## config.mk

```make
export PLATFORM = sky130hd
export DESIGN_NAME = mult_share_arb
export DESIGN_NICKNAME = d
export VERILOG_FILES = /design/src/rtl/mult_share_arb.sv
export SDC_FILE = /design/constraint.sdc
export NUM_CORES = 1
export LEC_CHECK = 0
export ABC_AREA = 1
export BUFFER_PORTS_ARGS = -buffer_cell sky130_fd_sc_hd__buf_4
export CAP_MARGIN = 10
export CORE_UTILIZATION = 47
export DETAILED_ROUTE_END_ITERATION = 7
export PLACE_DENSITY = 0.79
export SYNTH_ARGS = -nofsm -noshare
export SYNTH_HDL_FRONTEND = slang
export SYNTH_SLANG_ARGS = --single-unit
export TNS_END_PERCENT = 100
```

## constraint.sdc

```tcl
create_clock -name clk -period 1.68 [get_ports clk]
set_input_delay 0.168 -clock clk [delete_from_list [all_inputs] [get_ports clk]]
set_output_delay 0.168 -clock clk [all_outputs]
set_load 0.01 [all_outputs]
```

## src/rtl/mult_share_arb.sv

```systemverilog
// Round-robin arbiter and sequencer that shares one signed 8x8 multiplier between two clients.
// state  | meaning
// IDLE   | waiting for a request; the winner's operands are captured on the way out
// START  | gnt and mult_start pulse, timer cleared
// WAIT   | waiting for mult_done (ignored at timer==0) or timeout
// RESP   | rsp_valid pulse, last_id updated
module mult_share_arb #(
    parameter int TIMEOUT = 24
) (
    input  logic        clk,
    input  logic        reset_L,
    input  logic        req0,
    input  logic        req1,
    input  logic [7:0]  a0,
    input  logic [7:0]  b0,
    input  logic [7:0]  a1,
    input  logic [7:0]  b1,
    output logic        gnt0,
    output logic        gnt1,
    output logic        mult_start,
    output logic [7:0]  mult_A,
    output logic [7:0]  mult_B,
    input  logic        mult_done,
    input  logic [15:0] mult_out,
    output logic        rsp_valid,
    output logic        rsp_id,
    output logic [15:0] rsp_data,
    output logic        rsp_timeout,
    output logic        busy
);

    typedef enum logic [1:0] {
        S_IDLE,
        S_START,
        S_WAIT,
        S_RESP
    } state_t;

    localparam logic [4:0] TO_CNT = 5'(TIMEOUT);

    state_t      r_state;
    logic [7:0]  r_op_a;
    logic [7:0]  r_op_b;
    logic        r_cur_id;
    logic        r_last_id;
    logic [4:0]  r_timer;
    logic [15:0] r_rsp_data;
    logic        r_rsp_timeout;
    logic        r_rsp_id;
    logic        r_gnt0;
    logic        r_gnt1;
    logic        r_start;
    logic        r_rsp_valid;

    logic        w_any_req;
    logic        w_win_id;

    // On a tie the port that was not served last wins.
    assign w_any_req = req0 | req1;
    assign w_win_id  = (req0 & req1) ? ~r_last_id : req1;

    // Pulse outputs are registered on entry to the state they belong to.
    always_ff @(posedge clk or negedge reset_L) begin
        if (!reset_L) begin
            r_state       <= S_IDLE;
            r_op_a        <= 8'd0;
            r_op_b        <= 8'd0;
            r_cur_id      <= 1'b0;
            r_last_id     <= 1'b1;
            r_timer       <= 5'd0;
            r_rsp_data    <= 16'd0;
            r_rsp_timeout <= 1'b0;
            r_rsp_id      <= 1'b0;
            r_gnt0        <= 1'b0;
            r_gnt1        <= 1'b0;
            r_start       <= 1'b0;
            r_rsp_valid   <= 1'b0;
        end else begin
            r_gnt0      <= 1'b0;
            r_gnt1      <= 1'b0;
            r_start     <= 1'b0;
            r_rsp_valid <= 1'b0;
            case (r_state)
                S_IDLE: begin
                    if (w_any_req) begin
                        r_op_a   <= w_win_id ? a1 : a0;
                        r_op_b   <= w_win_id ? b1 : b0;
                        r_cur_id <= w_win_id;
                        r_gnt0   <= ~w_win_id;
                        r_gnt1   <= w_win_id;
                        r_start  <= 1'b1;
                        r_state  <= S_START;
                    end
                end
                S_START: begin
                    r_timer <= 5'd0;
                    r_state <= S_WAIT;
                end
                S_WAIT: begin
                    // A done level seen at timer==0 may be left over from the previous operation.
                    if ((r_timer != 5'd0) && mult_done) begin
                        r_rsp_data    <= mult_out;
                        r_rsp_timeout <= 1'b0;
                        r_rsp_id      <= r_cur_id;
                        r_rsp_valid   <= 1'b1;
                        r_state       <= S_RESP;
                    end else if (r_timer == TO_CNT) begin
                        r_rsp_data    <= 16'd0;
                        r_rsp_timeout <= 1'b1;
                        r_rsp_id      <= r_cur_id;
                        r_rsp_valid   <= 1'b1;
                        r_state       <= S_RESP;
                    end else begin
                        r_timer <= r_timer + 5'd1;
                    end
                end
                S_RESP: begin
                    r_last_id <= r_cur_id;
                    r_state   <= S_IDLE;
                end
                default: r_state <= S_IDLE;
            endcase
        end
    end

    assign gnt0        = r_gnt0;
    assign gnt1        = r_gnt1;
    assign mult_start  = r_start;
    assign mult_A      = r_op_a;
    assign mult_B      = r_op_b;
    assign rsp_valid   = r_rsp_valid;
    assign rsp_id      = r_rsp_id;
    assign rsp_data    = r_rsp_data;
    assign rsp_timeout = r_rsp_timeout;
    assign busy        = (r_state != S_IDLE);

endmodule
```

==> results by group <==
Timing
  • Fmax: 657 MHz
  • Crit path setup slack, layout: 0.158 ns
  • Final Max Slew Viols: 0
  • Setup violators final: 0
  • Slew @ Worst Pin: 0.578 ns
  • Crit path time final: 1.52 ns
  • RSZ-0062 raised after global routing: false
  • Worst rel slew slack: 61.4%
  • Fin. Hold Viols: 0
  • Fin crit share: 90.6%
  • Final Skew: 0.00695 ns
  • TNS Setup: 0 ns
  • WHS: 0.0532 ns

Route
  • Wire length per cell: 13.2 µm
  • DRT Pass-1 Iters: 4
  • DRC Markers: 0
  • WL final: 5150 µm
  • Iteration-0 DRC count of the detailed router: 122
  • Avg Vias per Cell: 4.93
  • Vias: 1921
  • Antenna viol nets, final: 0

Placement
  • IO buf count: 91
  • Hpwl dp: 3670 µm
  • Pre-CTS setup slack: 0.0624 ns
  • Placed Cells incl. Taps: 379
  • RePlAce Congestion: 0.837

Layout
  • Final #Nets: 396
  • Share of layout cells above drive strength 1: 36.7%
  • Post-route insts no fill: 390
  • Synth-to-layout area growth: 39.4%
  • FILL cells: 361
  • Ant. Diodes: 0

Clocking
  • Clock-pin slew on the worst setup and hold paths: 0.09 ns
  • CTS sink cnt: 47
  • CTS tree: yes
  • Htree depth: 2
  • Max clock buf depth: 2
  • CTS Buf Count: 5
  • Worst skew pair latency: 0.31 ns
  • Clock root buffer: clkbuf_8

Power
  • LEAKAGE: 1.65 nW
  • Power consumption: 0.00526 W
  • Peak VDD IR: 0.944 mV
  • PD cells: 1750 nW/µm²

Run status
  • Status: completed

Die
  • Initial Utilization: 49.3%
  • Ports: 92
  • Die W: 69.8 µm
  • Rows: 24
  • Die area: 4880 µm²
  • Die height: 69.8 µm
  • Core footprint: 4380 µm²

Flow run
  • Max-Cap Viols: 0

Synthesis
  • Area leader, netlist: dfrtp_1
  • #FFs+latches synth: 47
  • Synth top area cells: dfrtp_1 53%, nand2_1 15%, o21ai_1 3.7%
  • Sequential element share of the synthesized area: 54.5%
  • Synth Instances: 242
  • Yosys warns: 0
  • Syn avg cell area: 8.93 µm²
  • Synthesized cell area: 2160 µm²
  • Synth top area share: 53.2%
  • Post-Syn Nets: 301
  • Unique masters post-synth: 27

Critical path
  • Most common cell on crit path: nand2_1
  • Critical path's slowest cell: dfrtp_1
  • CP peak stage delay: 0.41 ns
  • CP startpoint kind: register
  • Kind of critical path: reg -> reg
  • Worst-path cell chain: inv_1 -> ha_1 -> or2_2 -> nand3_1 -> nand2_1 -> nand2_1
  • Critical Path RT: 1.93 ns
  • Crit path DAT: 1.77 ns
  • CP endpoint kind: register
  • Crit-path max FO: 6

Global routing
  • First-pass GRT wire length: 8600 µm
  • Largest net degree at the start of global routing: 48
  • Vias in the first global route: 1873
  • Total track usage: 23.0%
  • Initial antenna violation count: 0
  • Grt total ovfl: 0

Worst hold path
  • Tightest Hold Check Type: in -> reg
[final timing paths]
check	from	endpoint	slack, ns	cells past startpoint
max	r_state[0]	r_timer[0]	0.16	6
min	mult_out[8]	rsp_data[8]	0.05	3
max reg2reg	r_state[0]	r_timer[0]	0.16	6
min reg2reg	rsp_data[2]	rsp_data[2]	0.48	2
max in group asynchronous	reset_L	r_last_id	0.87	2
min in group asynchronous	reset_L	mult_B[4]	0.40	2
[flip-flops by register name (all words and copies together) (netlist names)]
register and count:
rsp_data 16, mult_A 8, mult_B 8, r_timer 5, r_state 2, gnt0 1, gnt1 1, mult_start 1
r_cur_id 1, r_last_id 1, rsp_id 1, rsp_timeout 1, rsp_valid 1
[what timing repair did]
| item | CTS | global route |
|---|---|---|
| resized for setup | 0 | 3 |
| endpoints found under the hold margin | 46 | 0 |
| setup buffers | 0 | 2 |
| setup endpoints to repair | 0 | 30 |
| hold buffers | 1 | 0 |
[area by class of cell]
type                       instances  area (µm²)  share of cell area, %
clock buffer                       5        68.8                   2.28
timing repair buffer              95         716                   23.8
multi-input combinational        172         853                   28.3
sequential                        47        1180                   39.1
tap                               52        65.1                   2.16
inverter                          16        65.1                   2.16
clock inverter                     3        67.6                   2.24
[per-layer routing]
metal | share of wire, % | routed length, µm | track usage [%] | up-vias
met3 | 5.6 | 287 | 6.69 | 12
met2 | 50 | 2550 | 37.3 | 61
met4 | 2.4 | 124 | 10.9 | 0
met5 | 0 | 0 | 0 | -
li1 | - | - | - | 942
met1 | 42 | 2180 | 28.1 | 906
[cells in the mapped netlist]
| cell | number |
|---|---|
| a21oi_4 | 1 |
| buf_4 | 2 |
| a21oi_1 | 1 |
| nor2_8 | 1 |
| nand4_1 | 1 |
| nand2_2 | 8 |
| buf_12 | 1 |
| xor2_1 | 1 |
| or2_2 | 2 |
| nand3_2 | 3 |
| nand2_1 | 88 |
| nor2_1 | 19 |
| clkinv_1 | 1 |
| o21ai_0 | 15 |
| buf_6 | 3 |
| o21ai_1 | 16 |
| inv_1 | 11 |
| dfrtp_1 | 46 |
| xnor2_1 | 2 |
| inv_2 | 3 |
| o21ai_2 | 1 |
| inv_4 | 1 |
| ha_1 | 6 |
| nor2_4 | 1 |
| dfstp_2 | 1 |
| buf_2 | 1 |
| nand3_1 | 6 |
[metrics by stage]
step	util (%)	cell area, µm²
CTS	68.2	2990
global route	68.7	3010
finish	68.7	3010
detailed placement	64.9	2840
global placement	64.9	2840
floorplan	-	2160
[power by group]
part,switching [W],leakage [nW],internal [W]
clock network,0.000388,0.0644,0.000593
logic,0.00128,0.995,0.00107
registers,0.000292,0.590,0.00164
[cell families after synthesis]
group	count (synthesis)	share of synthesized area, %
compound gates	34	8.56
xor+xnor	3	1.22
fa+ha+maj	6	3.47
buf+inv	23	6.31
flops	47	54.5
simple gates	129	26.0
[cell usage in the layout, fill, tap and decap left out, types with 2 or more instances in the layout]
| cell | n |
|---|---|
| nand3_2 | 3 |
| or2_2 | 2 |
| o21ai_0 | 15 |
| inv_4 | 2 |
| xnor2_1 | 2 |
| o21ai_1 | 16 |
| dfrtp_1 | 46 |
| nor2_1 | 19 |
| ha_1 | 6 |
| nand3_1 | 6 |
| inv_1 | 11 |
| inv_2 | 2 |
| clkbuf_8 | 5 |
| buf_4 | 94 |
| bufinv_16 | 2 |
| nand2_2 | 7 |
| nand2_1 | 88 |
[critical path: cells and delay by family (launching register included)]
kind | cells | cell delay (ns)
buffers and inverters | 1 | 0.08
adders and majority gates | 1 | 0.31
DFF | 1 | 0.41
and+or+nand+nor | 4 | 0.67
No activity file was read; power rests on OpenSTA's default activity.
